$ cat config.mk
export PLATFORM = sky130hd
export DESIGN_NAME = serializer_flat
export DESIGN_NICKNAME = d
export VERILOG_FILES = /design/src/rtl/serializer_if.sv /design/src/rtl/serializer.sv /design/src/flat_wrapper.sv
export SDC_FILE = /design/constraint.sdc
export NUM_CORES = 1
export LEC_CHECK = 0
export ABC_AREA = 1
export BUFFER_PORTS_ARGS = -buffer_cell sky130_fd_sc_hd__buf_2
export CAP_MARGIN = 0
export CORE_ASPECT_RATIO = 0.7
export CORE_MARGIN = 5
export CORE_UTILIZATION = 50
export CTS_BUF_LIST = sky130_fd_sc_hd__clkbuf_16
export DETAILED_ROUTE_END_ITERATION = 12
export HOLD_SLACK_MARGIN = 0.15
export PLACE_DENSITY = 0.74
export SLEW_MARGIN = 0
export SYNTH_ARGS = -nofsm -noshare
export SYNTH_HDL_FRONTEND = slang
export SYNTH_SLANG_ARGS = --single-unit
$ cat constraint.sdc
create_clock -name clk_i -period 1.9 [get_ports clk_i]
set_input_delay 0 -clock clk_i [delete_from_list [all_inputs] [get_ports clk_i]]
set_output_delay 0 -clock clk_i [all_outputs]
set_load 0.005 [all_outputs]
$ cat src/rtl/serializer_if.sv
// Parallel-word / serial-bit handshake bundle between a word source and the serializer.
interface serializer_if #(
    parameter int DATA_BUS_WIDTH = 16
);
    logic [DATA_BUS_WIDTH-1:0]         data_i;
    logic [$clog2(DATA_BUS_WIDTH)-1:0] data_mod_i;
    logic                              data_val_i;
    logic                              ser_data_o;
    logic                              ser_data_val_o;
    logic                              busy_o;

    modport master (
        output data_i, data_mod_i, data_val_i,
        input  ser_data_o, ser_data_val_o, busy_o
    );

    modport slave (
        input  data_i, data_mod_i, data_val_i,
        output ser_data_o, ser_data_val_o, busy_o
    );
endinterface

$ cat src/rtl/serializer.sv
// Parallel-to-serial converter: latches a word and bit count, shifts it out one bit per clock.
// Bit order is MSB first unless SERIALIZER_LSB_FIRST_EN is defined (then LSB first).
module serializer #(
    parameter int DATA_BUS_WIDTH = 16,
    parameter int MIN_LEN        = 3
) (
    input  logic          clk_i,
    input  logic          rst_ni,
    serializer_if.slave   bus
);
    localparam int MW = $clog2(DATA_BUS_WIDTH);
    localparam int CW = MW + 1;

    typedef enum logic [1:0] {
        IDLE_S = 2'b01,
        SEND_S = 2'b10
    } state_e;

    state_e                    state_q, state_d;
    logic [CW-1:0]             cnt_q, cnt_d;
    logic [DATA_BUS_WIDTH-1:0] shift_q, shift_d;
    logic                      ser_q, ser_d;
    logic                      val_q, val_d;
    logic                      busy_q, busy_d;

    logic [CW-1:0]             len;
    logic                      accept_ok;
    logic                      load;

    assign len       = (bus.data_mod_i == '0) ? CW'(DATA_BUS_WIDTH) : {1'b0, bus.data_mod_i};
    assign accept_ok = bus.data_val_i && (len >= CW'(MIN_LEN));

    always_ff @(posedge clk_i or negedge rst_ni) begin
        if (!rst_ni) begin
            state_q <= IDLE_S;
            cnt_q   <= '0;
            shift_q <= '0;
            ser_q   <= 1'b0;
            val_q   <= 1'b0;
            busy_q  <= 1'b0;
        end else begin
            state_q <= state_d;
            cnt_q   <= cnt_d;
            shift_q <= shift_d;
            ser_q   <= ser_d;
            val_q   <= val_d;
            busy_q  <= busy_d;
        end
    end

    // The output registers hold the bit currently on the wire; shift_q holds the bits still to go.
    always_comb begin
        state_d = state_q;
        cnt_d   = cnt_q;
        shift_d = shift_q;
        ser_d   = 1'b0;
        val_d   = 1'b0;
        busy_d  = 1'b0;
        load    = 1'b0;

        case (state_q)
            IDLE_S: begin
                if (accept_ok) load = 1'b1;
            end
            SEND_S: begin
                if (cnt_q > CW'(1)) begin
                    cnt_d  = cnt_q - CW'(1);
                    val_d  = 1'b1;
                    busy_d = 1'b1;
`ifdef SERIALIZER_LSB_FIRST_EN
                    ser_d   = shift_q[0];
                    shift_d = shift_q >> 1;
`else
                    ser_d   = shift_q[DATA_BUS_WIDTH-1];
                    shift_d = shift_q << 1;
`endif
                end else if (accept_ok) begin
                    // Edge ending the last bit may take the next word, so bursts abut.
                    load = 1'b1;
                end else begin
                    state_d = IDLE_S;
                    cnt_d   = '0;
                    shift_d = '0;
                end
            end
            default: begin
                state_d = IDLE_S;
                cnt_d   = '0;
                shift_d = '0;
            end
        endcase

        if (load) begin
            state_d = SEND_S;
            cnt_d   = len;
            val_d   = 1'b1;
            busy_d  = 1'b1;
`ifdef SERIALIZER_LSB_FIRST_EN
            ser_d   = bus.data_i[0];
            shift_d = bus.data_i >> 1;
`else
            ser_d   = bus.data_i[DATA_BUS_WIDTH-1];
            shift_d = bus.data_i << 1;
`endif
        end
    end

    assign bus.ser_data_o     = ser_q;
    assign bus.ser_data_val_o = val_q;
    assign bus.busy_o         = busy_q;
endmodule

$ cat src/flat_wrapper.sv
// flat-port wrapper written by rule: the top's interface ports become plain ports
module serializer_flat 
#(
    parameter int DATA_BUS_WIDTH = 16,
    parameter int MIN_LEN        = 3
)
  (clk_i, rst_ni, bus_data_i, bus_data_mod_i, bus_data_val_i, bus_ser_data_o, bus_ser_data_val_o, bus_busy_o);
  serializer_if #(.DATA_BUS_WIDTH(DATA_BUS_WIDTH)) bus_i ();
  input  logic clk_i;
  input  logic rst_ni;
  input wire logic [$bits(bus_i.data_i)-1:0] bus_data_i;
  input wire logic [$bits(bus_i.data_mod_i)-1:0] bus_data_mod_i;
  input wire logic [$bits(bus_i.data_val_i)-1:0] bus_data_val_i;
  output wire logic [$bits(bus_i.ser_data_o)-1:0] bus_ser_data_o;
  output wire logic [$bits(bus_i.ser_data_val_o)-1:0] bus_ser_data_val_o;
  output wire logic [$bits(bus_i.busy_o)-1:0] bus_busy_o;
  assign bus_i.data_i = bus_data_i;
  assign bus_i.data_mod_i = bus_data_mod_i;
  assign bus_i.data_val_i = bus_data_val_i;
  assign bus_ser_data_o = bus_i.ser_data_o;
  assign bus_ser_data_val_o = bus_i.ser_data_val_o;
  assign bus_busy_o = bus_i.busy_o;
  serializer #(.DATA_BUS_WIDTH(DATA_BUS_WIDTH), .MIN_LEN(MIN_LEN)) u_core (.clk_i(clk_i), .rst_ni(rst_ni), .bus(bus_i));
endmodule
==> summary.md <==
| Metric | Value |
|---|---|
| Outcome | complete, no violations |
| Placer Congestion | 0.836 |
| First-pass GRT wire length | 7000 µm |
| Detailed Route WL | between 3000 and 4000 µm |
| Clock root buffer | sky130_fd_sc_hd__clkbuf_16 |
| Buffers inserted during post-CTS setup optimization | 0 |
| Internal power | ~1.6 mW |
| Slowest cell on crit path | sky130_fd_sc_hd__dfstp_2 |
| Sum of negative setup slack | 0 ns |
| Detailed-route wire length per cell | between 10 and 15 µm |
| Async SR Flop Fraction | between 90% and 100% |
| Number of cells after detailed placement | between 300 and 400 |
| Total non-filler cell area in the finished layout | 2060 µm² |
| Post-cts resize count | 0 |
| Final critical path time including I/O delays and setup | 1.78 ns |
| Number of global-route vias before repair | ~1500 |
| Leading post-synthesis cells by cell area | sky130_fd_sc_hd__dfrtp_1 35%, sky130_fd_sc_hd__nand2_1 29%, sky130_fd_sc_hd__nand3_1 7.0% |
| Type of the setup path with the least slack | flop to flop |
| Type of element capturing the critical path | flop |
| Vias per cell | 5.01 |
| Pin count of the biggest net entering global routing | 28 |
| Length of the first detailed-routing pass in iterations | 4 |
| Max rail drop VDD | 0.745 mV |
| Port buffer count | 25 |
| Maximum capacitance violations | 0 |
| Number of hold-slack violations in the final timing report | 0 |
| Type of the worst min-delay path | primary input to asynchronous set/reset pin |
| Sequential group share of total power | 27.3% |
| Post-placement cell area | around 1800 µm² |
| Mean Syn Cell Area | between 6 and 7 µm² |
| Rows | 17 |
| Die boundary height | just under 60 µm |
| Area enclosed by the die boundary | ~4600 µm² |
| Leading cell type in the layout, fill and taps excluded | sky130_fd_sc_hd__nand2_1 |
| Unrepaired setup endpoints after global routing | false |
| Final HPWL DP | 2660 µm |
| Antenna Diode Count | 0 |
| CP arrival | between 1.5 and 2 ns |
| Effective utilization at floorplan | a little over half |
| Nets@finish | 320 |
| Initial antenna violation count | 0 |
| Core utilization of the finished layout | between 60% and 70% |
| Synth warn | 0 |
| Worst Tran Pin Value | 0.537 ns |
| P per Cell Area | 1500 nW/µm² |
| Ordered cell list for the critical path | inv_1 -> ha_1 -> o21ai_0 -> nand2_2 -> buf_4 -> nand2_1 -> nand2_1 |
| Maximum operating frequency | roughly 0.56 GHz |
| Top cell type by total area after synthesis | sky130_fd_sc_hd__dfrtp_1 |
| Clock-pin slew on the worst setup and hold paths | 0.06 ns |
| Cell occurring most often along the worst timing path | sky130_fd_sc_hd__nand2_1 |
| Part of the Yosys area used for sequential elements | approximately 36% |
| Total Routing Usage GR | 19.2% |
| I/O pin total | 26 |
| Synthesis-to-finish area growth | 24.8% |
| Cell area after synthesis | roughly 1700 µm² |
| Clock network fraction of design power | ~15% |
| Number of enable-type register cells in the synthesized netlist | 0 |
| Largest driver fanout on the critical path | 9 |
| DR DRC count | 0 |
| Share of post-route cells with drive strength above 1 | 17.5% |
| Post-route clock skew | 0.00428 ns |
| Max-slew violation count | 0 |
| Distinct cell type count of the synthesized netlist | 24 |
| Antenna viol nets, final | 0 |
| Synth Flop Type | sky130_fd_sc_hd__dfrtp_1 |
| Kind of start point of the critical path | flop |
| Maximum buffer depth of the clock tree | 2 |
| Remaining global-route overflow | 0 |
| Number of clock sinks | 24 |
| Switching part of the total power | approximately half |
| Rel. slew slack | approximately 64% |
| Final cycle utilization of the critical path | about 94% |
| Worst Slack Setup Final | 0.116 ns |
| Top library cells by usage in the layout, fill and taps aside | 127 x sky130_fd_sc_hd__nand2_1, 25 x sky130_fd_sc_hd__buf_2, 23 x sky130_fd_sc_hd__nand3_1, 23 x sky130_fd_sc_hd__dfrtp_1, 21 x sky130_fd_sc_hd__dlygate4sd3_1 |
| Die boundary width | 78.7 µm |
| Floorplan Core Area | about 3200 µm² |
| H-Tree Depth | 1 |
| First DRT Iteration DRCs | 102 |
| Mapped Nets | around 270 |
| Place WS | approximately 0.13 ns |
| Relative contribution of combinational cells to total power | 58.1% |
| Worst-skew pair later-pin latency | approximately 0.25 ns |
| Top-area cell type share of the netlist area | between 30% and 40% |
| FILL cells | around 300 |
| Final setup vio count | 0 |
| Max incr delay on CP | ~0.55 ns |
| Detailed-route via count | 1652 |
| CTS tree | done |
| Num CTS Buffers | 3 |
| Final std cells w/o fill | 330 |
| Register bit count reported by yosys | 24 |
| Required time reported for the critical path endpoint | 2.04 ns |
| Synth Instances | around 250 |
| Net switching power of the design | ~1.5 mW |
| Total leakage power | between 1 and 1.5 nW |
-- timing repair --
action / 4_1_cts / 5_1_grt
endpoints found under the hold margin: 44 / 0
endpoints found under the setup margin: 0 / 0
hold buffers: 21 / 0
-- routing by layer --
layer / vias to the layer above / GRT usage [%] / part of all wire [%]
li1: 856 / - / -
met1: 761 / 25.4 / 46
met2: 31 / 32.9 / 49
met3: 4 / 3.88 / 4.2
met4: 0 / 3.99 / 0.48
met5: - / 0 / 0
-- power groups by stage --
stage | clock (mW) | combinational [mW] | sequential (mW)
after detailed placement | 0 | 1.74 | 0.847
final | 0.452 | 1.80 | 0.843
after global routing | 0.489 | 2.02 | 0.865
after CTS | 0.462 | 1.79 | 0.841
after floorplan | 0 | 1.51 | 0.814
after global placement | 0 | 1.70 | 0.843
-- cell type report --
| class | instances | area, µm² | area share (%) |
|---|---|---|---|
| tap | 38 | 47.5 | 2.31 |
| clock inverter | 1 | 3.75 | 0.182 |
| multi-input combinational | 197 | 886 | 43.0 |
| inverter | 13 | 51.3 | 2.49 |
| sequential | 24 | 602 | 29.2 |
| clock buffer | 3 | 75.1 | 3.64 |
| timing repair buffer | 54 | 395 | 19.2 |
-- final timing paths --
| check | startpoint | to | slack, ns | depth (start not counted) |
|---|---|---|---|---|
| max in group asynchronous | rst_ni | u_core.state_q[0]$_DFFE_PN1P_ | 1.27 | 2 |
| min reg2reg | u_core.shift_q[6]$_DFFE_PN0P_ | u_core.shift_q[6]$_DFFE_PN0P_ | 0.48 | 2 |
| max | u_core.state_q[0]$_DFFE_PN1P_ | u_core.shift_q[7]$_DFFE_PN0P_ | 0.12 | 7 |
| min in group clk_i | bus_data_val_i | u_core.state_q[0]$_DFFE_PN1P_ | 0.29 | 6 |
| min | rst_ni | u_core.cnt_q[4]$_DFFE_PN0P_ | 0.26 | 2 |
| max reg2reg | u_core.state_q[0]$_DFFE_PN1P_ | u_core.shift_q[7]$_DFFE_PN0P_ | 0.12 | 7 |
-- critical path, delay by kind of cell (launching register included) --
family,cells,cell delay (ns)
adder cells (fa/ha/maj),1,0.34
flip-flops,1,0.55
AO/OA/AOI/OAI,1,0.22
AND/OR/NAND/NOR,3,0.30
buffers and inverters,2,0.26
-- synth_stat cells (3+ instances only) --
| cell type | instances |
|---|---|
| sky130_fd_sc_hd__nand2_1 | 127 |
| sky130_fd_sc_hd__dfrtp_1 | 23 |
| sky130_fd_sc_hd__nand3_1 | 23 |
| sky130_fd_sc_hd__nor2_1 | 19 |
| sky130_fd_sc_hd__inv_1 | 10 |
| sky130_fd_sc_hd__buf_4 | 6 |
| sky130_fd_sc_hd__nor3_1 | 5 |
| sky130_fd_sc_hd__buf_6 | 4 |
| sky130_fd_sc_hd__ha_1 | 4 |
| sky130_fd_sc_hd__nand2_2 | 3 |
| sky130_fd_sc_hd__nand3_2 | 3 |
| sky130_fd_sc_hd__o21ai_0 | 3 |
-- through the flow --
stage          hold WS, ns  power [mW]
2_1_floorplan       -0.296        2.33
3_3_place_gp        0.0257        2.54
3_5_place_dp        0.0249        2.59
4_1_cts              0.283        3.09
5_1_grt              0.323        3.37
6_report             0.260        3.09
-- logic make-up after synthesis --
family | share of synthesized area [%]
AND/OR/NAND/NOR | 48.6
buffers and inverters | 9.92
flip-flops | 36.4
AO/OA/AOI/OAI | 1.51
adder cells (fa/ha/maj) | 3.03
XOR/XNOR | 0.530
-- flip-flops by register name, indices dropped and copies added (netlist names) --
register,cells
u_core.bus.ser_data_val_o,1
u_core.bus.ser_data_o,1
u_core.shift_q,15
u_core.cnt_q,5
u_core.state_q,2
No activity file was read; power rests on OpenSTA's default activity.
